## config.mk

```make
export PLATFORM = sky130hd
export DESIGN_NAME = soc_lane_scheduler
export DESIGN_NICKNAME = d
export VERILOG_FILES = /design/src/rtl/soc_lane_scheduler.sv
export SDC_FILE = /design/constraint.sdc
export NUM_CORES = 1
export LEC_CHECK = 0
export BUFFER_PORTS_ARGS = -buffer_cell sky130_fd_sc_hd__buf_2
export CAP_MARGIN = 20
export CORE_MARGIN = 4
export CORE_UTILIZATION = 40
export DETAILED_ROUTE_END_ITERATION = 16
export HOLD_SLACK_MARGIN = 0.1
export PLACE_DENSITY_LB_ADDON = 0.3
export SLEW_MARGIN = 10
export SYNTH_ARGS = -nofsm -noshare
export SYNTH_HDL_FRONTEND = slang
export SYNTH_SLANG_ARGS = --single-unit
```

## constraint.sdc

```tcl
create_clock -name clk -period 3.65 [get_ports clk]
set_clock_uncertainty 0.2 [all_clocks]
set_input_delay 0.73 -clock clk [delete_from_list [all_inputs] [get_ports clk]]
set_output_delay 0.73 -clock clk [all_outputs]
set_load 0.02 [all_outputs]
```

## src/rtl/soc_lane_scheduler.sv

```systemverilog
// soc_lane_scheduler: issues sum-of-cubes cube-root candidates Q = 0..q_limit
// in ascending order to NUM_LANES parallel search lanes. It tracks lane
// occupancy, reclaims lanes that stay busy for TIMEOUT cycles, and stops at
// the first hit or when the candidates run out.
// Optional feature macro: SOC_SCHED_STATS_EN adds the dispatch, timeout and
// busy-cycle statistics counters and their ports.
module soc_lane_scheduler #(
    parameter int NUM_LANES = 4,
    parameter int QW        = 16,
    parameter int RW        = 64,
    parameter int TIMEOUT   = 1024
) (
    input  logic                    clk,
    input  logic                    reset,
    input  logic                    start,
    input  logic [7:0]              target,
    input  logic [QW-1:0]           q_limit,
    output logic [NUM_LANES-1:0]    lane_start,
    output logic [NUM_LANES*QW-1:0] lane_q,
    output logic [7:0]              lane_target,
    input  logic [NUM_LANES-1:0]    lane_done,
    input  logic [NUM_LANES-1:0]    lane_hit,
    input  logic [NUM_LANES*RW-1:0] lane_result,
    output logic                    busy,
    output logic                    found,
    output logic [RW-1:0]           result,
    output logic [QW-1:0]           result_q,
    output logic                    exhausted,
    output logic                    done
`ifdef SOC_SCHED_STATS_EN
    ,
    output logic [31:0]             stat_dispatched,
    output logic [15:0]             stat_timeouts,
    output logic [31:0]             stat_cycles
`endif
);

    localparam int LIW = (NUM_LANES > 1) ? $clog2(NUM_LANES) : 1;
    localparam int CW  = $clog2(TIMEOUT);
    localparam logic [CW-1:0] TMAX    = CW'(TIMEOUT - 1);
    localparam logic [CW-1:0] CNT_ONE = CW'(1);
    localparam logic [QW:0]   Q_ONE   = (QW+1)'(1);

    localparam logic [1:0] S_IDLE     = 2'd0;
    localparam logic [1:0] S_DISPATCH = 2'd1;
    localparam logic [1:0] S_DRAIN    = 2'd2;
    localparam logic [1:0] S_FINISH   = 2'd3;

    logic [1:0]           r_state;
    logic [NUM_LANES-1:0] r_lane_busy;
    // One bit wider than a candidate so q_limit = 2^QW-1 ends without wrapping.
    logic [QW:0]          r_next_q;
    logic [QW-1:0]        r_q_limit;
    logic [CW-1:0]        r_tcnt [NUM_LANES];

    logic [NUM_LANES-1:0] w_done_q;
    logic [NUM_LANES-1:0] w_timeout;
    logic [NUM_LANES-1:0] w_hit;
    logic [NUM_LANES-1:0] w_disp_mask;
    logic [LIW-1:0]       w_free_idx;
    logic [LIW-1:0]       w_hit_idx;
    logic                 w_has_free;
    logic                 w_any_hit;
    logic                 w_q_avail;
    logic                 w_all_idle;
    logic                 w_accept;
    logic                 w_dispatch;

    // Lane completion/timeout qualification and lowest-index free/hit lane selection.
    always_comb begin
        w_done_q   = lane_done & r_lane_busy;
        w_hit      = w_done_q & lane_hit;
        w_any_hit  = |w_hit;
        w_has_free = |(~r_lane_busy);
        w_all_idle = (r_lane_busy == '0);
        w_q_avail  = (r_next_q <= {1'b0, r_q_limit});
        w_accept   = (r_state == S_IDLE) && start;
        w_dispatch = (r_state == S_DISPATCH) && !w_any_hit && w_q_avail && w_has_free;
        w_free_idx = '0;
        w_hit_idx  = '0;
        w_timeout  = '0;
        w_disp_mask = '0;
        for (int i = NUM_LANES - 1; i >= 0; i--) begin
            w_free_idx = r_lane_busy[i] ? w_free_idx : LIW'(i);
            w_hit_idx  = w_hit[i] ? LIW'(i) : w_hit_idx;
        end
        for (int i = 0; i < NUM_LANES; i++) begin
            // A done in the timeout cycle wins: it is a normal completion.
            w_timeout[i]   = r_lane_busy[i] && !lane_done[i] && (r_tcnt[i] == TMAX);
            w_disp_mask[i] = w_dispatch && (w_free_idx == LIW'(i));
        end
    end

    // Per-lane busy-age counters, restarted on every dispatch to that lane.
    always_ff @(posedge clk) begin
        for (int i = 0; i < NUM_LANES; i++) begin
            if (reset) begin
                r_tcnt[i] <= '0;
            end else if (w_disp_mask[i]) begin
                r_tcnt[i] <= '0;
            end else if (r_lane_busy[i] && (r_tcnt[i] != TMAX)) begin
                r_tcnt[i] <= r_tcnt[i] + CNT_ONE;
            end else begin
                r_tcnt[i] <= r_tcnt[i];
            end
        end
    end

    // Search sequencing: accept, dispatch, hit capture, drain and finish pulse.
    always_ff @(posedge clk) begin
        if (reset) begin
            r_state     <= S_IDLE;
            r_lane_busy <= '0;
            r_next_q    <= '0;
            r_q_limit   <= '0;
            lane_start  <= '0;
            lane_q      <= '0;
            lane_target <= 8'd0;
            busy        <= 1'b0;
            found       <= 1'b0;
            result      <= '0;
            result_q    <= '0;
            exhausted   <= 1'b0;
            done        <= 1'b0;
        end else begin
            lane_start  <= w_disp_mask;
            done        <= 1'b0;
            // Freed lanes only become dispatchable from the following cycle.
            r_lane_busy <= (r_lane_busy & ~w_done_q & ~w_timeout) | w_disp_mask;
            if (w_dispatch) begin
                lane_q[w_free_idx*QW +: QW] <= r_next_q[QW-1:0];
                r_next_q                    <= r_next_q + Q_ONE;
            end
            case (r_state)
                S_IDLE: begin
                    if (w_accept) begin
                        lane_target <= target;
                        r_q_limit   <= q_limit;
                        r_next_q    <= '0;
                        found       <= 1'b0;
                        exhausted   <= 1'b0;
                        result      <= '0;
                        result_q    <= '0;
                        busy        <= 1'b1;
                        r_state     <= S_DISPATCH;
                    end
                end
                S_DISPATCH: begin
                    if (w_any_hit) begin
                        found    <= 1'b1;
                        result   <= lane_result[w_hit_idx*RW +: RW];
                        result_q <= lane_q[w_hit_idx*QW +: QW];
                        r_state  <= S_DRAIN;
                    end else if (!w_q_avail && w_all_idle) begin
                        exhausted <= 1'b1;
                        done      <= 1'b1;
                        busy      <= 1'b0;
                        r_state   <= S_FINISH;
                    end
                end
                S_DRAIN: begin
                    if (w_all_idle) begin
                        done    <= 1'b1;
                        busy    <= 1'b0;
                        r_state <= S_FINISH;
                    end
                end
                S_FINISH: begin
                    r_state <= S_IDLE;
                end
                default: begin
                    r_state <= S_IDLE;
                end
            endcase
        end
    end

`ifdef SOC_SCHED_STATS_EN
    logic [4:0]  w_to_cnt;
    logic [16:0] w_to_sum;

    // Number of lanes reclaimed by timeout this cycle, added with saturation.
    always_comb begin
        w_to_cnt = 5'd0;
        for (int i = 0; i < NUM_LANES; i++) begin
            w_to_cnt = w_to_cnt + {4'd0, w_timeout[i]};
        end
        w_to_sum = {1'b0, stat_timeouts} + {12'd0, w_to_cnt};
    end

    // Saturating statistics, cleared on accepted start and held after done.
    always_ff @(posedge clk) begin
        if (reset || w_accept) begin
            stat_dispatched <= 32'd0;
            stat_timeouts   <= 16'd0;
            stat_cycles     <= 32'd0;
        end else begin
            if (w_dispatch && (stat_dispatched != 32'hFFFF_FFFF)) begin
                stat_dispatched <= stat_dispatched + 32'd1;
            end
            stat_timeouts <= w_to_sum[16] ? 16'hFFFF : w_to_sum[15:0];
            if (busy && (stat_cycles != 32'hFFFF_FFFF)) begin
                stat_cycles <= stat_cycles + 32'd1;
            end
        end
    end
`endif

endmodule
```

==> flow_summary.ini, run 1 <==
[synthesis]
ys_seq_area_share_pct = 43.27
syn_area_per_cell_um2 = 10.54
synthFlopType = dfxtp_1
synth_nets = 1459
synthArstFlopShare_pct = 0
syn-cell-area_um2 = 11980
synth_edf_count = 40
ys_types = 62
ys_warn_count = 0
synth-seq-cells = 239
synthCells = 1137

[drt]
vias_per_cell = 5.560
drt_iter0_drc = 906
num_vias = 11030
wl_per_cell_um = 23.40
drc = 0
firstDrtPassIters = 5
ant_nets = 0
wirelength_um = 46430

[layout]
drive_gt1_share_pct = 40.46
instances_no_fill = 1984
nFillCells = 2776
final_util_pct = 52.93
nets = 1885
area_growth_pct = 30.59

[job]
drv_cap = 0

[worst_hold_path]
hp-class = input port to flip-flop

[global_routing]
grt_pass1_wl_um = 68660
top_usage_layer = met2
antenna_found_initial = 22
use_met2_pct = 43.09
grt_util_met3_pct = 8.275
grtUsageMet1_pct = 35.50
grt_max_degree = 100
grt_overflow = 0
grt_use_total_pct = 26.90
grt_pass1_vias = 10700

[critical_path]
crit_fanout = 16
crit_required_ns = 3.87
critPathBufInv = 2
cp_top_family = compound AO/OA/AOI/OAI gates
arrival_ns = 3.46
cp-end-kind = flip-flop
worstSetupStartpointType = flip-flop
path_cells = ha_1 > a21o_1 > a211o_1 > a221o_2 > o21ai_2 > buf_4 > buf_4 > nand3_4 > mux2i_1
critPathSlowestCell = dfxtp_1
crit_top_cell = buf_4
crit_type = flip-flop to flip-flop
cp_slowest_stage_delay_ns = 0.51

[clock_tree]
cts-root-buf = clkbuf_16
cts_inserted_buffers = 28
post_cts_buffers = 0
clockBufferDepth = 3
insertion_delay_ns = 0.55
path_clk_slew_ns = 0.06
cts-resized-gates = 0
cts_hold_buf = 0
clkSinkCount = 239
htreeDepth = 1
cts_tree = built

[power]
p_per_area_nw_per_um2 = 473.1
p_leak_uw = 0.006805
vdd_drop_max_mv = 0.4149

[sta]
timing.slew.headroom_pct = 42.57
max_freq_mhz = 309.4
tightest_slew_ns = 0.8614
timing.hold.ws_ns = 0.2161
rsz0062_at_grt = false
hold_viol_final = 0
maxSlewViolCount = 0
setup_violations = 0
fin_tns_setup_ns = 0
finalCritPeriodShare_pct = 88.54
period_needed_ns = 3.232

[outcome]
status = finished clean

[floorplanning]
die-area_um2 = 32790
num_rows = 63
start_util_pct = 40.53
io_pins = 451
core_area_um2 = 29560
die_h_um = 181.1
die_width_um = 181.1

[placed_design]
port_buffers = 450
gp_congestion = 0.9682
hpwlAfterDp_um = 35760
placedCellCount = 1923
## layout by cell type, fill, tap and decap left out, types with 6 or more instances in the layout
| master | Yosys | layout |
|---|---|---|
| buf_2 | 24 | 449 |
| dfxtp_1 | 199 | 199 |
| nor2_1 | 130 | 130 |
| nand2_1 | 113 | 112 |
| mux4_2 | 80 | 80 |
| a22oi_1 | 80 | 80 |
| a21oi_1 | 47 | 46 |
| edfxtp_1 | 40 | 40 |
| mux2i_1 | 39 | 39 |
| nand2b_1 | 35 | 35 |
| inv_1 | 32 | 32 |
| nand3_1 | 31 | 31 |
| ha_1 | 31 | 31 |
| clkbuf_16 | 0 | 30 |
| buf_4 | 2 | 25 |
| a22o_1 | 21 | 21 |
| xor2_1 | 19 | 19 |
| and3_1 | 18 | 18 |
| nand4_1 | 13 | 13 |
| xnor2_1 | 13 | 13 |
| diode_2 | 0 | 12 |
| o21ai_0 | 10 | 10 |
| and2_1 | 10 | 10 |
| a22o_2 | 10 | 10 |
| clkinv_2 | 0 | 10 |
| nor3_1 | 9 | 9 |
| or3_1 | 8 | 8 |
| a21o_1 | 6 | 6 |
| buf_12 | 0 | 6 |
## power breakdown
part / leakage [µW] / internal [µW] / switching [µW]
clock network: 0.000467 / 1650 / 1130
logic: 0.00431 / 614 / 1050
registers: 0.00202 / 2840 / 113
total: 0.00680 / 5110 / 2290
## Yosys cell counts (all sizes together), types with 32 or more instances
library cell | count | area share (%)
a21oi | 47 | 2.0
inv | 32 | 1.0
nand3 | 32 | 1.4
edfxtp | 40 | 10
nand2b | 35 | 1.8
mux2i | 39 | 3.3
dfxtp | 199 | 33
mux4 | 80 | 15
a22oi | 80 | 5.0
nand2 | 113 | 3.5
clkbuf | 51 | 1.6
buf | 34 | 1.8
nor2 | 130 | 4.1
## final cells by class
class | instances | area (µm²) | area share [%]
multi-input combinational | 781 | 6330 | 40.46
sequential | 239 | 5185 | 33.14
timing repair buffer | 481 | 2566 | 16.40
clock buffer | 36 | 823.3 | 5.262
tap | 390 | 488.0 | 3.119
inverter | 32 | 120.1 | 0.7677
clock inverter | 13 | 103.9 | 0.6637
antenna | 12 | 30.03 | 0.1919
## through the flow
stage	total power, µW	setup WS (ns)	instance area [µm²]
3_5_place_dp	4659	0.4676	14690
5_1_grt	7739	0.2385	15630
2_1_floorplan	4022	0.7398	11980
6_report	7402	0.4182	15650
4_1_cts	7454	0.4430	15620
3_3_place_gp	4636	0.5428	14690
## flip-flops by register name (all words and copies together) (netlist names)
name         flops
busy             1
exhausted        1
result          64
r_next_q        17
r_lane_busy      4
lane_start       4
lane_target      8
r_q_limit       16
r_state          2
done             1
found            1
r_tcnt          40
result_q        16
lane_q          64
## cells by family (layout without fill, tap and decap cells)
| group | count (synthesis) | after routing | synth area share, % |
|---|---|---|---|
| compound gates | 204 | 204 | 12.58 |
| xor+xnor | 32 | 32 | 2.339 |
| fa+ha+maj | 31 | 31 | 3.237 |
| buf+inv | 117 | 562 | 4.355 |
| flops | 239 | 239 | 43.27 |
| mux | 119 | 119 | 18.30 |
| other cells | 0 | 12 | 0 |
| simple gates | 395 | 395 | 15.91 |
## layer usage
layer  vias to the layer above  share of wire (%)
met5                         -               0.24
met4                        18                2.9
met3                        91                9.6
met2                       500                 47
met1                      5361                 40
li1                       5062                  -
## final timing paths
path / start / to / slack, ns / cells after the start
setup / recovery: r_next_q[14] / lane_q[37] / 0.42 / 9
hold / removal: target[0] / lane_target[0] / 0.22 / 3
setup reg to reg: r_next_q[14] / lane_q[37] / 0.42 / 9
hold reg to reg: lane_target[3] / lane_target[3] / 0.25 / 2
## worst reg2reg max path, stage by stage, from the launching register on
cell and delay, ns:
dfxtp_1 0.51, ha_1 0.31, a21o_1 0.16, a211o_1 0.29, a221o_2 0.37, o21ai_2 0.30, buf_4 0.22, buf_4 0.21
nand3_4 0.30, mux2i_1 0.23
Power figures use the tool's default switching activity.
==> run 2, diff against run 1 <==
--- a/config.mk
+++ b/config.mk
@@ -7,8 +7,10 @@
 export LEC_CHECK = 0
 export BUFFER_PORTS_ARGS = -buffer_cell sky130_fd_sc_hd__buf_2
 export CAP_MARGIN = 20
+export CELL_PAD_IN_SITES_DETAIL_PLACEMENT = 0
+export CELL_PAD_IN_SITES_GLOBAL_PLACEMENT = 2
 export CORE_MARGIN = 4
-export CORE_UTILIZATION = 40
+export CORE_UTILIZATION = 30
 export DETAILED_ROUTE_END_ITERATION = 16
 export HOLD_SLACK_MARGIN = 0.1
 export PLACE_DENSITY_LB_ADDON = 0.3
==> flow_summary.ini, run 2 (synthesized netlist as in run 1, its figures left out) <==
[floorplanning]
die_h_um = 207.8
start_util_pct = 30.65
core_area_um2 = 39100
die_width_um = 207.8
die-area_um2 = 43200
io_pins = 451
num_rows = 72

[placed_design]
port_buffers = 450
dp_slack_ns = 0.4489
hpwlAfterDp_um = 37520
dpl_cell_area_um2 = 14830
placedCellCount = 2049
gp_congestion = 0.9618

[clock_tree]
path_clk_slew_ns = 0.06
insertion_delay_ns = 0.55
clkSinkCount = 239
clockBufferDepth = 3
cts_tree = built
cts_hold_buf = 0
cts-root-buf = clkbuf_16
htreeDepth = 1
post_cts_buffers = 0
cts-resized-gates = 0
cts_inserted_buffers = 29

[critical_path]
cp_slowest_stage_delay_ns = 0.49
crit_fanout = 21
arrival_ns = 3.15
critPathSlowestCell = dfxtp_1
cp-end-kind = flip-flop
path_cells = ha_1 > a21o_1 > a211o_1 > a221o_2 > o21ai_2 > buf_4 > nand3_1 > nand3b_1
crit_required_ns = 3.63
crit_type = flip-flop to flip-flop
worstSetupStartpointType = flip-flop

[sta]
timing.slew.headroom_pct = 35.25
maxSlewViolCount = 0
setup_violations = 0
fin_tns_setup_ns = 0
hold_viol_final = 0
tightest_slew_ns = 0.9676
rsz0062_at_grt = false
period_needed_ns = 3.166
finalCritPeriodShare_pct = 86.74
max_freq_mhz = 315.9
fin_ws_ns = 0.4840

[layout]
final_cell_mix = buf_2, dfxtp_1, nor2_1
multi_input_area_um2 = 6330
seq_area_um2 = 5185
nets = 1884
drive_gt1_share_pct = 39.92
nFillCells = 3981
layout_commonest_cell = buf_2
design_area_um2 = 15750
largestRegisters = lane_q (64), result (64), r_tcnt (40)
instances_no_fill = 2109
area_growth_pct = 31.46

[global_routing]
grt_util_met3_pct = 5.365
grt_use_total_pct = 21.51
grt_max_degree = 99
use_met2_pct = 37.12
grt_pass1_wl_um = 71840
grt_overflow = 0
antenna_found_initial = 9
grt_pass1_vias = 10620
top_usage_layer = met2
grtUsageMet1_pct = 26.47

[drt]
drt_iter0_drc = 701
num_vias = 10700
wl_per_cell_um = 23.17
ant_nets = 0
vias_per_cell = 5.074
firstDrtPassIters = 6
drc = 0
wirelength_um = 48870

[power]
p_leak_uw = 0.006761
vdd_drop_max_mv = 0.3075
p_per_area_nw_per_um2 = 465.8

[outcome]
status = finished clean

[job]
drv_cap = 0

[worst_hold_path]
hp-class = input port to flip-flop
run 2: cell types whose count changed in the layout (fill, tap and decap cells not counted), sizes merged:
cell / delta
bufinv: -1
clkinv: -6
clkbuf: +9
buf: -2
diode: -4
clkinvlp: +1
run 2: final cells by class:
cell class / count / share of cell area (%)
clock inverters: 7 / 0.2542
flip-flops and latches: 239 / 32.92
diodes: 8 / 0.1271
multi-input cells: 781 / 40.19
repair buffers: 479 / 16.20
inverters: 32 / 0.7626
well taps: 518 / 4.115
clock buffers: 45 / 5.441
run 2: critical path: cells and delay by family (launching register included):
family                     cells  cell delay [ns]
and+or+nand+nor                2             0.55
adders and majority gates      1             0.30
buffers and inverters          1             0.29
DFF                            1             0.49
AOI/OAI and AO/OA              4             0.94
run 2: metrics by stage:
step | power (µW) | hold slack [ns] | utilization [%]
after floorplan | 4022 | 0.2363 | -
after global placement | 4665 | 0.2436 | 37.94
after detailed placement | 4671 | 0.2502 | 37.94
after CTS | 7463 | 0.1881 | 40.24
after global routing | 7722 | 0.1943 | 40.24
final | 7337 | 0.2200 | 40.29
run 2: final timing paths:
kind                     start            to  slack [ns]  cells past startpoint
setup / recovery  r_next_q[14]  r_tcnt[2][2]        0.48                      8
hold / removal      q_limit[7]  r_q_limit[7]        0.22                      3
setup reg to reg  r_next_q[14]  r_tcnt[2][2]        0.48                      8
hold reg to reg   r_q_limit[9]  r_q_limit[9]        0.25                      2
run 2: per-layer routing:
layer	share of wire, %	vias up
met1	40	5194
met4	3.5	2
met5	0.027	-
met3	7.2	75
li1	-	5046
met2	49	385
run 2: where the power goes:
part           internal [µW]  switching [µW]  total [µW]
clock network           1600            1130        2730
registers               2840             113        2950
logic                    599            1050        1650
total                   5040            2300        7340
==> run 3, diff against run 2 <==
--- a/config.mk
+++ b/config.mk
@@ -14,6 +14,7 @@
 export DETAILED_ROUTE_END_ITERATION = 16
 export HOLD_SLACK_MARGIN = 0.1
 export PLACE_DENSITY_LB_ADDON = 0.3
+export RECOVER_POWER = 100
 export SLEW_MARGIN = 10
 export SYNTH_ARGS = -nofsm -noshare
 export SYNTH_HDL_FRONTEND = slang
==> flow_summary.ini, run 3 (synthesized netlist as in run 1, its figures left out) <==
[outcome]
status = complete, but fails checks
violations = max-capacitance violations, max-slew violations

[critical_path]
crit_type = flip-flop to flip-flop
worstSetupStartpointType = flip-flop
cp-endpoint = lane_q[53]
arrival_ns = 3.49
reg2reg_to = lane_q[53]
cp-end-kind = flip-flop
startpoint = r_next_q[14]
crit_required_ns = 3.89
r2r_slack_ns = 0.40
worstReg2RegStart = r_next_q[14]
reg2regPathDepth = 9
crit_fanout = 21

[sta]
max_freq_mhz = 307.4
fin_tns_setup_ns = 0
rsz0062_at_grt = false
timing.slew.headroom_pct = -2.685
timing.hold.ws_ns = 0.2171
period_needed_ns = 3.253
finalCritPeriodShare_pct = 89.12
setup_violations = 0
hold_viol_final = 0
maxSlewViolCount = 59
tightest_slew_ns = 1.540

[drt]
drc = 0
ant_nets = 0
vias_per_cell = 5.089
firstDrtPassIters = 5
wl_per_cell_um = 23.23
wirelength_um = 48920
num_vias = 10720
drt_iter0_drc = 689

[global_routing]
grt_overflow = 0
use_met2_pct = 37.12
grtUsageMet1_pct = 26.47
grt_pass1_vias = 10620
grt_util_met3_pct = 5.365
antenna_found_initial = 9
grt_pass1_wl_um = 71840
grt_max_degree = 99
grt_use_total_pct = 21.51
top_usage_layer = met2

[layout]
layout_commonest_cell = buf_2
final_cell_mix = buf_2, dfxtp_1, clkbuf_1
area_growth_pct = 29.14
nets = 1884
drive_gt1_share_pct = 29.37
largestRegisters = lane_q (64), result (64), r_tcnt (40)
nFillCells = 4024

[power]
p_per_area_nw_per_um2 = 471.9
total_power_uw = 7301
p_leak_uw = 0.006029
vdd_drop_max_mv = 0.2978

[job]
drv_cap = 2

[clock_tree]
cts_tree = built
cts-root-buf = clkbuf_16
insertion_delay_ns = 0.55
clockBufferDepth = 3
cts_inserted_buffers = 29
htreeDepth = 1
cts_hold_buf = 0
clkSinkCount = 239
post_cts_buffers = 0
cts-resized-gates = 0
path_clk_slew_ns = 0.06

[floorplanning]
start_util_pct = 30.65
die_h_um = 207.8
die_width_um = 207.8
io_pins = 451
core_area_um2 = 39100
num_rows = 72
die-area_um2 = 43200

[placed_design]
port_buffers = 450
gp_congestion = 0.9618
hpwlAfterDp_um = 37520

[worst_hold_path]
hp-class = input port to flip-flop
run 3: cell types whose count changed in the layout (fill, tap and decap cells not counted), moves of 2 or more:
cell / before / now
a31oi_1: 0 / 2
and2_0: 0 / 6
and2_1: 10 / 4
buf_2: 449 / 289
buf_4: 23 / 18
clkbuf_1: 10 / 172
clkbuf_2: 0 / 4
diode_2: 8 / 5
run 3: cell type report:
cell class	instances	area [µm²]	area share (%)
Inverter	32	120.1	0.7763
Antenna cell	5	12.51	0.08087
Timing Repair Buffer	479	2321	15.00
Multi-Input combinational cell	781	6289	40.64
Clock buffer	45	857.1	5.539
Clock inverter	7	40.04	0.2588
Sequential cell	239	5185	33.51
Tap cell	518	648.1	4.189
run 3: per-layer routing:
layer  share of wire, %  vias up
met4                3.6        2
li1                   -     5045
met3                7.1       78
met5              0.027        -
met2                 49      367
met1                 40     5225
run 3: through the flow:
step / worst slack, ns / instance area (µm²) / util, % / std cells
floorplan: 0.7398 / 11980 / - / 1137
global placement: 0.5360 / 14830 / 37.94 / 2049
detailed placement: 0.4489 / 14830 / 37.94 / 2049
CTS: 0.4708 / 15730 / 40.24 / 2101
global route: 0.1625 / 15460 / 39.55 / 2102
finish: 0.3972 / 15470 / 39.57 / 2106
run 3: critical path, cell delays in order (launching register included):
cell	delay [ns]
dfxtp_1	0.50
ha_1	0.30
a21o_1	0.16
a211o_1	0.28
a221o_1	0.34
o21ai_0	0.19
buf_4	0.29
a31oi_1	0.15
clkbuf_2	0.37
a22o_2	0.35
run 3: worst min-delay path by stage:
stage / start / end / slack [ns] / cells after the start
5_1_grt: q_limit[7] / r_q_limit[7] / 0.19 / 3
3_5_place_dp: r_q_limit[9] / r_q_limit[9] / 0.25 / 2
2_1_floorplan: r_q_limit[10] / r_q_limit[10] / 0.24 / 2
3_3_place_gp: lane_target[5] / lane_target[5] / 0.24 / 2
6_report: q_limit[7] / r_q_limit[7] / 0.22 / 3
4_1_cts: q_limit[4] / r_q_limit[4] / 0.19 / 3
run 3: report_power, final:
group          internal, µW  total, µW  switching [µW]
registers              2840       2950             113
clock network          1600       2740            1140
logic                   567       1600            1040
